## src/rtl/rv_decode_stage.sv

```systemverilog
// RV32I decode stage: forwarding, load-use interlock, branch/jump redirect with one-beat drop.
// One cycle from accept to ex_valid_o; stalls fetch while the output is held or a load result is pending.
module rv_decode_stage #(
  parameter int XLEN = 32,
  parameter int NFWD = 2
) (
  input  logic              clk,
  input  logic              rst,
  input  logic              flush_i,
  input  logic              if_valid_i,
  output logic              if_ready_o,
  input  logic [XLEN-1:0]   if_pc_i,
  input  logic [31:0]       if_inst_i,
  output logic [4:0]        rf_raddr1_o,
  output logic [4:0]        rf_raddr2_o,
  input  logic [XLEN-1:0]   rf_rdata1_i,
  input  logic [XLEN-1:0]   rf_rdata2_i,
  input  logic [NFWD-1:0]   fwd_we_i,
  input  logic [NFWD-1:0]   fwd_pend_i,
  input  logic [5*NFWD-1:0] fwd_rd_i,
  input  logic [XLEN*NFWD-1:0] fwd_data_i,
  output logic              ex_valid_o,
  input  logic              ex_ready_i,
  output logic [7:0]        ex_aluop_o,
  output logic [2:0]        ex_alusel_o,
  output logic [XLEN-1:0]   ex_op1_o,
  output logic [XLEN-1:0]   ex_op2_o,
  output logic [4:0]        ex_rd_o,
  output logic              ex_wreg_o,
  output logic [XLEN-1:0]   ex_link_o,
  output logic              br_taken_o,
  output logic [XLEN-1:0]   br_target_o,
  output logic              illegal_o
);
  localparam logic [7:0] OP_NOP = 8'h00, OP_ADD = 8'h01, OP_SUB = 8'h02, OP_SLL = 8'h03,
                         OP_SLT = 8'h04, OP_SLTU = 8'h05, OP_XOR = 8'h06, OP_SRL = 8'h07,
                         OP_SRA = 8'h08, OP_OR = 8'h09, OP_AND = 8'h0A;
  localparam logic [2:0] SEL_NOP = 3'd0, SEL_ALU = 3'd1, SEL_JUMP = 3'd2, SEL_BRANCH = 3'd3;

  typedef enum logic [1:0] {S_RUN, S_STALL, S_DROP} state_t;
  state_t r_state;

  logic [6:0]      w_opc, w_f7;
  logic [2:0]      w_f3;
  logic [4:0]      w_rs1, w_rs2;
  logic [XLEN-1:0] w_imm_i, w_imm_u, w_imm_b, w_imm_j, w_shamt;

  assign w_opc = if_inst_i[6:0];
  assign w_f3  = if_inst_i[14:12];
  assign w_f7  = if_inst_i[31:25];
  assign w_rs1 = if_inst_i[19:15];
  assign w_rs2 = if_inst_i[24:20];
  assign rf_raddr1_o = w_rs1;
  assign rf_raddr2_o = w_rs2;

  assign w_imm_i = XLEN'($signed(if_inst_i[31:20]));
  assign w_imm_u = XLEN'($signed({if_inst_i[31:12], 12'b0}));
  assign w_imm_b = XLEN'($signed({if_inst_i[31], if_inst_i[7], if_inst_i[30:25], if_inst_i[11:8], 1'b0}));
  assign w_imm_j = XLEN'($signed({if_inst_i[31], if_inst_i[19:12], if_inst_i[20], if_inst_i[30:21], 1'b0}));
  assign w_shamt = XLEN'(if_inst_i[24:20]);

  logic [XLEN-1:0] w_src1, w_src2;
  logic            w_pend1, w_pend2;

  // Descending scan so the lowest-index (youngest) matching port overrides older ones.
  always_comb begin
    w_src1  = rf_rdata1_i;
    w_src2  = rf_rdata2_i;
    w_pend1 = 1'b0;
    w_pend2 = 1'b0;
    for (int i = NFWD - 1; i >= 0; i--) begin
      if (fwd_we_i[i] && fwd_rd_i[5*i +: 5] == w_rs1) begin
        w_src1  = fwd_data_i[XLEN*i +: XLEN];
        w_pend1 = fwd_pend_i[i];
      end
      if (fwd_we_i[i] && fwd_rd_i[5*i +: 5] == w_rs2) begin
        w_src2  = fwd_data_i[XLEN*i +: XLEN];
        w_pend2 = fwd_pend_i[i];
      end
    end
    if (w_rs1 == 5'd0) begin
      w_src1  = '0;
      w_pend1 = 1'b0;
    end
    if (w_rs2 == 5'd0) begin
      w_src2  = '0;
      w_pend2 = 1'b0;
    end
  end

  logic [7:0]      w_aluop;
  logic [2:0]      w_alusel;
  logic [XLEN-1:0] w_op1, w_op2, w_link, w_target;
  logic [4:0]      w_rd;
  logic            w_wr, w_use1, w_use2, w_ill, w_redir, w_cond;

  always_comb begin
    w_aluop  = OP_NOP;
    w_alusel = SEL_NOP;
    w_op1    = '0;
    w_op2    = '0;
    w_rd     = if_inst_i[11:7];
    w_wr     = 1'b0;
    w_link   = '0;
    w_target = '0;
    w_use1   = 1'b0;
    w_use2   = 1'b0;
    w_ill    = 1'b0;
    w_redir  = 1'b0;
    w_cond   = 1'b0;
    case (w_opc)
      7'b0110111: begin
        w_aluop = OP_ADD; w_alusel = SEL_ALU; w_op2 = w_imm_u; w_wr = 1'b1;
      end
      7'b0010111: begin
        w_aluop = OP_ADD; w_alusel = SEL_ALU; w_op1 = if_pc_i; w_op2 = w_imm_u; w_wr = 1'b1;
      end
      7'b1101111: begin
        w_aluop = OP_ADD; w_alusel = SEL_JUMP; w_op1 = if_pc_i; w_op2 = XLEN'(4); w_wr = 1'b1;
        w_link = if_pc_i + XLEN'(4); w_redir = 1'b1; w_target = if_pc_i + w_imm_j;
      end
      7'b1100111: begin
        if (w_f3 != 3'b000) w_ill = 1'b1;
        w_use1 = 1'b1;
        w_aluop = OP_ADD; w_alusel = SEL_JUMP; w_op1 = if_pc_i; w_op2 = XLEN'(4); w_wr = 1'b1;
        w_link = if_pc_i + XLEN'(4); w_redir = 1'b1;
        w_target = (w_src1 + w_imm_i) & {{(XLEN-1){1'b1}}, 1'b0};
      end
      7'b1100011: begin
        w_use1 = 1'b1; w_use2 = 1'b1;
        w_alusel = SEL_BRANCH; w_op1 = w_src1; w_op2 = w_src2; w_rd = 5'd0;
        w_target = if_pc_i + w_imm_b;
        case (w_f3)
          3'b000:  w_cond = (w_src1 == w_src2);
          3'b001:  w_cond = (w_src1 != w_src2);
          3'b100:  w_cond = ($signed(w_src1) < $signed(w_src2));
          3'b101:  w_cond = ($signed(w_src1) >= $signed(w_src2));
          3'b110:  w_cond = (w_src1 < w_src2);
          3'b111:  w_cond = (w_src1 >= w_src2);
          default: w_ill = 1'b1;
        endcase
        w_redir = w_cond;
      end
      7'b0010011: begin
        w_use1 = 1'b1; w_alusel = SEL_ALU; w_op1 = w_src1; w_op2 = w_imm_i; w_wr = 1'b1;
        case (w_f3)
          3'b000: w_aluop = OP_ADD;
          3'b010: w_aluop = OP_SLT;
          3'b011: w_aluop = OP_SLTU;
          3'b100: w_aluop = OP_XOR;
          3'b110: w_aluop = OP_OR;
          3'b111: w_aluop = OP_AND;
          3'b001: begin
            w_aluop = OP_SLL; w_op2 = w_shamt;
            if (w_f7 != 7'b0000000) w_ill = 1'b1;
          end
          default: begin
            w_op2 = w_shamt;
            if (w_f7 == 7'b0000000)      w_aluop = OP_SRL;
            else if (w_f7 == 7'b0100000) w_aluop = OP_SRA;
            else                         w_ill   = 1'b1;
          end
        endcase
      end
      7'b0110011: begin
        w_use1 = 1'b1; w_use2 = 1'b1;
        w_alusel = SEL_ALU; w_op1 = w_src1; w_op2 = w_src2; w_wr = 1'b1;
        if (w_f7 == 7'b0000000) begin
          case (w_f3)
            3'b000:  w_aluop = OP_ADD;
            3'b001:  w_aluop = OP_SLL;
            3'b010:  w_aluop = OP_SLT;
            3'b011:  w_aluop = OP_SLTU;
            3'b100:  w_aluop = OP_XOR;
            3'b101:  w_aluop = OP_SRL;
            3'b110:  w_aluop = OP_OR;
            default: w_aluop = OP_AND;
          endcase
        end else if (w_f7 == 7'b0100000 && w_f3 == 3'b000) begin
          w_aluop = OP_SUB;
        end else if (w_f7 == 7'b0100000 && w_f3 == 3'b101) begin
          w_aluop = OP_SRA;
        end else begin
          w_ill = 1'b1;
        end
      end
      default: w_ill = 1'b1;
    endcase
    // Undecodable words issue as an inert NOP that reads nothing, so they never interlock.
    if (w_ill) begin
      w_aluop = OP_NOP; w_alusel = SEL_NOP; w_op1 = '0; w_op2 = '0; w_rd = 5'd0;
      w_wr = 1'b0; w_link = '0; w_use1 = 1'b0; w_use2 = 1'b0; w_redir = 1'b0;
    end
  end

  logic w_hazard, w_accept;
  assign w_hazard   = (w_use1 & w_pend1) | (w_use2 & w_pend2);
  assign if_ready_o = ~flush_i & ((r_state == S_DROP) |
                      ((r_state == S_RUN) & ~w_hazard & (~ex_valid_o | ex_ready_i)));
  assign w_accept   = if_valid_i & if_ready_o;

  always_ff @(posedge clk) begin
    if (rst) begin
      r_state     <= S_RUN;
      ex_valid_o  <= 1'b0;
      ex_aluop_o  <= '0;
      ex_alusel_o <= '0;
      ex_op1_o    <= '0;
      ex_op2_o    <= '0;
      ex_rd_o     <= '0;
      ex_wreg_o   <= 1'b0;
      ex_link_o   <= '0;
      br_taken_o  <= 1'b0;
      br_target_o <= '0;
      illegal_o   <= 1'b0;
    end else if (flush_i) begin
      r_state    <= S_RUN;
      ex_valid_o <= 1'b0;
      br_taken_o <= 1'b0;
      illegal_o  <= 1'b0;
    end else begin
      br_taken_o <= 1'b0;
      illegal_o  <= 1'b0;
      if (ex_ready_i) ex_valid_o <= 1'b0;
      case (r_state)
        S_RUN: begin
          if (w_accept) begin
            ex_valid_o  <= 1'b1;
            ex_aluop_o  <= w_aluop;
            ex_alusel_o <= w_alusel;
            ex_op1_o    <= w_op1;
            ex_op2_o    <= w_op2;
            ex_rd_o     <= w_rd;
            ex_wreg_o   <= w_wr & (w_rd != 5'd0);
            ex_link_o   <= w_link;
            br_taken_o  <= w_redir;
            illegal_o   <= w_ill;
            if (w_redir) begin
              br_target_o <= w_target;
              r_state     <= S_DROP;
            end
          end else if (if_valid_i && w_hazard) begin
            r_state <= S_STALL;
          end
        end
        S_STALL: if (!w_hazard || !if_valid_i) r_state <= S_RUN;
        S_DROP:  if (w_accept) r_state <= S_RUN;
        default: r_state <= S_RUN;
      endcase
    end
  end
endmodule

```

## config.mk

```make
export PLATFORM = sky130hd
export DESIGN_NAME = rv_decode_stage
export DESIGN_NICKNAME = d
export VERILOG_FILES = /design/src/rtl/rv_decode_stage.sv
export SDC_FILE = /design/constraint.sdc
export NUM_CORES = 1
export LEC_CHECK = 0
export ABC_CLOCK_PERIOD_IN_PS = 7200
export CORE_MARGIN = 3
export CORE_UTILIZATION = 50
export DETAILED_ROUTE_END_ITERATION = 7
export PLACE_DENSITY = 0.83
export SLEW_MARGIN = 40
export SYNTH_ARGS = -nofsm -noshare
export SYNTH_HDL_FRONTEND = slang
export SYNTH_SLANG_ARGS = --single-unit
```

## constraint.sdc

```tcl
create_clock -name clk -period 7.2 [get_ports clk]
set_input_delay 2.16 -clock clk [delete_from_list [all_inputs] [get_ports clk]]
set_output_delay 2.16 -clock clk [all_outputs]
set_load 0.01 [all_outputs]
```

==> out/results.tsv, run 1 <==
metric	value	unit
Bufs and invs on worst path	2	
Max-cap violations	0	
Final min period	7090	ps
Primary FF master, synth	dfxtp_1	
CP dominant cell by count	clkdlybuf4s50_1	
Worst Setup End Kind	output port	
Largest stage delay, worst path	520	ps
FF-to-FF path depth	6	
Pleak	7.148	nW
final core occ	0.7111	
Mapped Avg Cell Area	7.522	um2
H-Tree Depth	4	
row count	58	
Data arrival, critical path	4930	ps
setup TNS	0	ps
clock share of power	0.353	
CP Launch Point	if_inst_i[22]	
Max-slew headroom	0.4751	
total power	2.610	mW
remaining routing DRC violations	0	
CTS clk-pin slew, worst paths	80	ps
Detailed Place HPWL	45770	um
r2r setup slk	4890	ps
# clock sinks	145	
internal power	1.664	mW
adder-cell area share of the yosys netlist	0.09223	
Die Y	167.6	um
layout cells sized above 1	0.08725	
sequential fraction of the synthesis area	0.2224	
die width	167.6	um
yosys warns	0	
CTS tree	built	
end of the worst register-to-register path	ex_aluop_o[2]	
CP Class	in2out	
antenna-violating nets left	0	
Levels on crit path	10	
final hold vios	0	
Final Max Tran Viols	0	
status	finished, final reports clean	
vias in the first global route	15075	
vias per cell	6.326	
crit-path max FO	4	
Core Area	0.02540	mm2
Placed Area	0.01742	mm2
cell area after synthesis	0.01305	mm2
largest net degree at the start of global routing	103	
fin area	0.01806	mm2
Port Buf Inserts	364	
antenna violations before repair	1	
Max Freq	0.1410	GHz
Hold WC Path Type	reg2reg	
critical path launch point type	primary input	
clk_skew	25.79	ps
total grt overflow	0	
gr usage total	0.3982	
Net Sw Power	0.9465	mW
num ports	370	
wire per inst	24.00	um
post-synthesis cell type count	83	
simple-gate share of the synthesized area	0.2160	
worst path required time	5040	ps
Multi-input gate area	0.009472	mm2
Critical Path End	if_ready_o	
RSZ-0062 raised after global routing	false	
VDD IR max	0.1148	mV
Synth Instances	1735	
critical path, cell by cell	clkdlybuf4s50_1 -> xor2_1 -> nor4_1 -> and3_2 -> nand3_1 -> a211oi_2 -> o21bai_2 -> a21oi_1 -> nor3_2 -> clkdlybuf4s50_1	
CTS Root Cell	clkbuf_16	
Max clock buf depth	2	
origin of the critical flop-to-flop path	r_state[1]	
XOR/XNOR Fraction of Synth Area	0.06375	
crit share post-route	0.9847	
DR iter-0 viols	1885	
Synth Area in Compound Gates	0.2968	
Logic pwr share	0.339	
Worst Tran Pin Value	787.3	ps
Slowest-stage cell, CP	clkdlybuf4s50_1	
Sw Ratio	0.3626	
Initial Util	0.5138	
sequential power share	0.308	
Final nets	2402	
TritonRoute pass-1 iters	6	
Final setup viols	0	
min-delay src	ex_link_o[29]	
routability cong.	1.019	
asr flop ratio synth	0	
Area Overhead vs Synth	38.39	%
crit-path leading delay family	buffers and inverters	
global-route wire length before repair	87930	um
Register Area	0.002903	mm2
Post-synth EDFFs	0	
multiplexer share of the synthesized area	0.04985	
largest family of logic cells by synthesized area	compound AO/OA/AOI/OAI gates	
cell area power density	144.5	mW/mm2
Inserted Clock Buffers	17	
fillers	2095	
Yosys reg bits	145	
die area	0.02808	mm2
final wirelength	58570	um
via count	15435	
clock latency on the worst-skew pair	450	ps
tightest hold or removal path: cells and delay by family (launching register included):
family,cells,cell delay [ps]
and+or+nand+nor,1,50
DFF,1,310
AOI/OAI and AO/OA,1,50
cell families after synthesis:
family / Yosys count
XOR/XNOR: 95
AND/OR/NAND/NOR: 608
adder cells (fa/ha/maj): 95
flip-flops: 145
multiplexers: 65
AO/OA/AOI/OAI: 559
buffers and inverters: 167
other: 1
how the worst min path moves through the flow:
stage                          endpoint  slack, ps  cells after the start
after floorplan           ex_link_o[27]        480                      2
after global placement       ex_rd_o[0]        440                      2
after detailed placement      ex_wreg_o        450                      2
after CTS                     ex_wreg_o        460                      2
after global routing         ex_rd_o[4]        480                      2
final                     ex_link_o[29]        450                      2
area by class of cell:
class / instances / area share
multi-input combinational: 1427 / 0.5244
timing repair buffer: 471 / 0.2513
sequential: 145 / 0.1607
clock buffer: 17 / 0.02355
tap: 330 / 0.02286
clock inverter: 15 / 0.009976
inverter: 34 / 0.007066
antenna: 1 / 0.0001386
power by group through the flow:
stage          Clock, mW  Sequential [mW]  Combinational (mW)
3_5_place_dp           0            0.823               0.856
2_1_floorplan          0            0.824               0.469
6_report           0.921            0.804               0.885
3_3_place_gp           0            0.823               0.849
5_1_grt            0.958            0.804               0.944
4_1_cts            0.923            0.804               0.863
stage by stage:
| stage | setup WS [ps] | std cells | hold WS [ps] |
|---|---|---|---|
| floorplan | 1064 | 1739 | 476.1 |
| global placement | 12.32 | 2406 | 440.0 |
| detailed placement | -148.1 | 2406 | 446.0 |
| CTS | 19.99 | 2438 | 455.3 |
| global route | 43.90 | 2440 | 476.9 |
| finish | 109.9 | 2440 | 454.0 |
flip-flops by register name, summed over array words and instances, names as in the netlist:
| name | count |
|---|---|
| ex_alusel_o | 2 |
| ex_wreg_o | 1 |
| ex_aluop_o | 4 |
| ex_valid_o | 1 |
| br_taken_o | 1 |
| ex_op1_o | 32 |
| r_state | 2 |
| br_target_o | 32 |
| ex_op2_o | 32 |
| illegal_o | 1 |
| ex_link_o | 32 |
| ex_rd_o | 5 |
placed cells by master (no fill, tap or decap), drive strengths merged, types with 8 or more instances in the layout:
cell / netlist / final
o21a: 12 / 12
nand2: 98 / 98
nand2b: 11 / 11
nor4: 10 / 10
a211oi: 68 / 68
o31ai: 9 / 9
inv: 34 / 42
clkdlybuf4s50: 0 / 362
mux2i: 65 / 65
o221ai: 14 / 14
o21ai: 53 / 53
nand4: 18 / 18
ha: 93 / 93
a211o: 38 / 38
nor2: 250 / 250
o211a: 16 / 16
nor3: 110 / 110
a22oi: 37 / 37
buf: 59 / 108
a21oi: 179 / 179
nor2b: 15 / 15
and2: 9 / 9
nand3: 35 / 35
xnor2: 40 / 40
xor2: 55 / 55
clkbuf: 74 / 17
a31oi: 14 / 14
dfxtp: 145 / 145
o211ai: 9 / 9
or3: 8 / 8
a21o: 51 / 51
and3: 19 / 19
layer usage:
metal  share of wire  up-vias  track usage
met5               0        -            0
met4           0.073        0       0.2444
met3           0.082      210      0.07389
met2            0.47      874       0.6685
met1            0.38     7232       0.4709
li1                -     7119            -
synthesized netlist by cell type (9+ instances only):
cell type	instances	area, um2
nor2b_1	15	93.84
a211oi_1	59	442.9
o21ai_1	12	60.06
nand2b_1	11	68.82
and2_1	9	56.30
nor2_1	248	930.9
buf_2	33	165.2
nor4_1	9	56.30
ha_1	93	1164
a211o_1	38	332.8
buf_4	16	120.1
clkbuf_1	74	277.8
dfxtp_1	145	2903
a21oi_1	177	885.9
a22oi_1	37	277.8
and3_1	19	118.9
o211a_1	16	160.2
o221ai_1	14	122.6
a21o_1	51	382.9
a31oi_1	13	81.33
nand2_1	97	364.1
xnor2_1	40	350.3
xor2_1	55	481.7
nand4_1	17	106.4
nor3_1	110	550.5
a211oi_2	9	112.6
nand3_1	35	175.2
mux2i_1	65	650.6
o21a_1	12	90.09
inv_1	33	123.9
o21ai_0	41	205.2
timing repair:
action	4_1_cts	5_1_grt
setup endpoints to repair	0	1
hold buffers	0	0
gates resized for setup	0	4
buffers inserted	0	1
No activity file was read; power rests on OpenSTA's default activity.
==> inputs of run 2 (changes only) <==
Settings changed: SKIP_CTS_REPAIR_TIMING set to 1.
==> results of run 2 <==
No change in the layout: final DEF, timing and power equal those of run 1.
==> inputs of run 3 (changes only) <==
Settings changed: CORE_MARGIN 3 to unset.
==> run 3 against run 2 <==
  * Sequential power barely moved
  * Via count about the same
  * Non-clock buffer count fell by 29
  * Count of clock-buffer cells in the layout up 2
  * Clock power is 2% higher
  * Wire length down 3.3%
  * Power fell by 0.40%
  * Highest routed layer is now met5
  * Combinational power is 2.9% lower
  * Utilization shrank 0.84 points
==> out/results.tsv, run 3 (same netlist as run 1, synthesis figures left out) <==
metric	value	unit	change
Max-slew headroom	0.4224		-0.05270
Setup Slack @ Placement	38.48	ps	+186.6 ps
Detailed Place HPWL	44020	um	-3.8%
crit-path max FO	4		unchanged
cell area power density	145.7	mW/mm2	+0.79%
Max Freq	0.1407	GHz	-0.25%
# clock sinks	145		unchanged
vias per cell	6.404		+1.2%
Port Buf Inserts	364		unchanged
wire per inst	23.50	um	-2.1%
commonest non-fill, non-tap cell in the layout	clkdlybuf4s50_1		
vias in the first global route	14617		-3.0%
Final setup viols	0		unchanged
final std cells w/o fill	2411		-1.2%
clk_skew	13.01	ps	-12.78 ps
Initial Util	0.5138		unchanged
DR iter-0 viols	1851		-1.8%
Worst Setup End Kind	output port		
CP Class	in2out		
TritonRoute pass-1 iters	7		+1
Core Area	0.02540	mm2	unchanged
Final WS setup	91.85	ps	-18.09 ps
routability cong.	1.055		+3.6%
Final min period	7108	ps	+18.09 ps
Inserted Clock Buffers	17		unchanged
VDD IR max	0.1512	mV	+32%
num ports	370		unchanged
Max clock buf depth	2		unchanged
CTS tree	built		
antenna violations before repair	3		+2
worst path required time	5040	ps	about the same
crit share post-route	0.9872		+0.002513
layout cells sized above 1	0.07308		-0.01417
via count	15441		+0.039%
Max-cap violations	0		unchanged
Final Max Tran Viols	0		unchanged
H-Tree Depth	4		unchanged
die width	163.6	um	-2.4%
row count	58		unchanged
die area	0.02675	mm2	-4.7%
setup TNS	0	ps	unchanged
final wirelength	56660	um	-3.3%
remaining routing DRC violations	0		unchanged
RSZ-0062 raised after global routing	false		
Final nets	2373		-1.2%
CTS Root Cell	clkbuf_16		
Hold WC Path Type	reg2reg		
Data arrival, critical path	4950	ps	+20 ps
clock latency on the worst-skew pair	440	ps	about the same
largest net degree at the start of global routing	78		-24%
Die Y	163.6	um	-2.4%
status	finished, final reports clean		
gr usage total	0.4131		+0.01498
global-route wire length before repair	83630	um	-4.9%
final hold vios	0		unchanged
CTS clk-pin slew, worst paths	70	ps	about the same
Worst Tran Pin Value	861.2	ps	+73.85 ps
antenna-violating nets left	0		unchanged
critical path launch point type	primary input		
final core occ	0.7027		-0.008424
total grt overflow	0		unchanged
Pleak	7.003	nW	-2.0%
fillers	2085		-0.48%
Area Overhead vs Synth	36.75	%	
placed cell count	2377		-1.2%
commonest cells after routing, fill and taps aside	clkdlybuf4s50_1, nor2_1, a21oi_1, dfxtp_1, nor3_1		
## run 3: power by group
part           switching, mW  internal [mW]
sequential           0.00124          0.804
clock                  0.401          0.535
combinational          0.488          0.371
total                  0.890           1.71
## run 3: routing by layer
layer,part of all wire,vias to the layer above,wire [um],global-route usage
met5,0.00016,-,9,0
met4,0.070,2,3966,0.2584
met3,0.099,228,5601,0.07288
met2,0.46,995,25910,0.6911
met1,0.37,7148,21170,0.4882
li1,-,7068,-,-
## run 3: worst paths after layout
kind	from	to	slack [ps]	cells past startpoint
hold / removal	ex_link_o[29]	ex_link_o[29]	450	2
hold reg to reg	ex_link_o[29]	ex_link_o[29]	450	2
setup reg to reg	r_state[1]	ex_op2_o[21]	4790	6
setup / recovery	if_inst_i[21]	if_ready_o	90	10
## run 3: through the flow
stage	area (um2)	hold WS, ps	power [mW]
2_1_floorplan	13070	476.1	1.292
3_3_place_gp	17200	442.3	1.640
3_5_place_dp	17220	446.3	1.650
4_1_cts	17830	458.8	2.575
5_1_grt	17850	472.9	2.687
6_report	17850	454.7	2.600
## run 3: area by class of cell
cell class              instances  area [um2]  share of cell area
flip-flops and latches        145        2903              0.1626
clock buffers                  19       442.9             0.02482
diodes                          1       2.502           0.0001402
clock inverters                13       170.2            0.009534
inverters                      34       127.6            0.007151
repair buffers                442        4327              0.2424
well taps                     330       412.9             0.02314
multi-input cells            1427        9462              0.5301
## run 3: worst max-delay path, stage by stage
cell             delay, ps
clkdlybuf4s50_1        510
xor2_1                 220
nor4_2                 410
nand3_2                180
nand3_1                130
a211oi_1                90
o21bai_2               350
a21oi_1                120
nor3_1                 160
clkdlybuf4s50_1        590
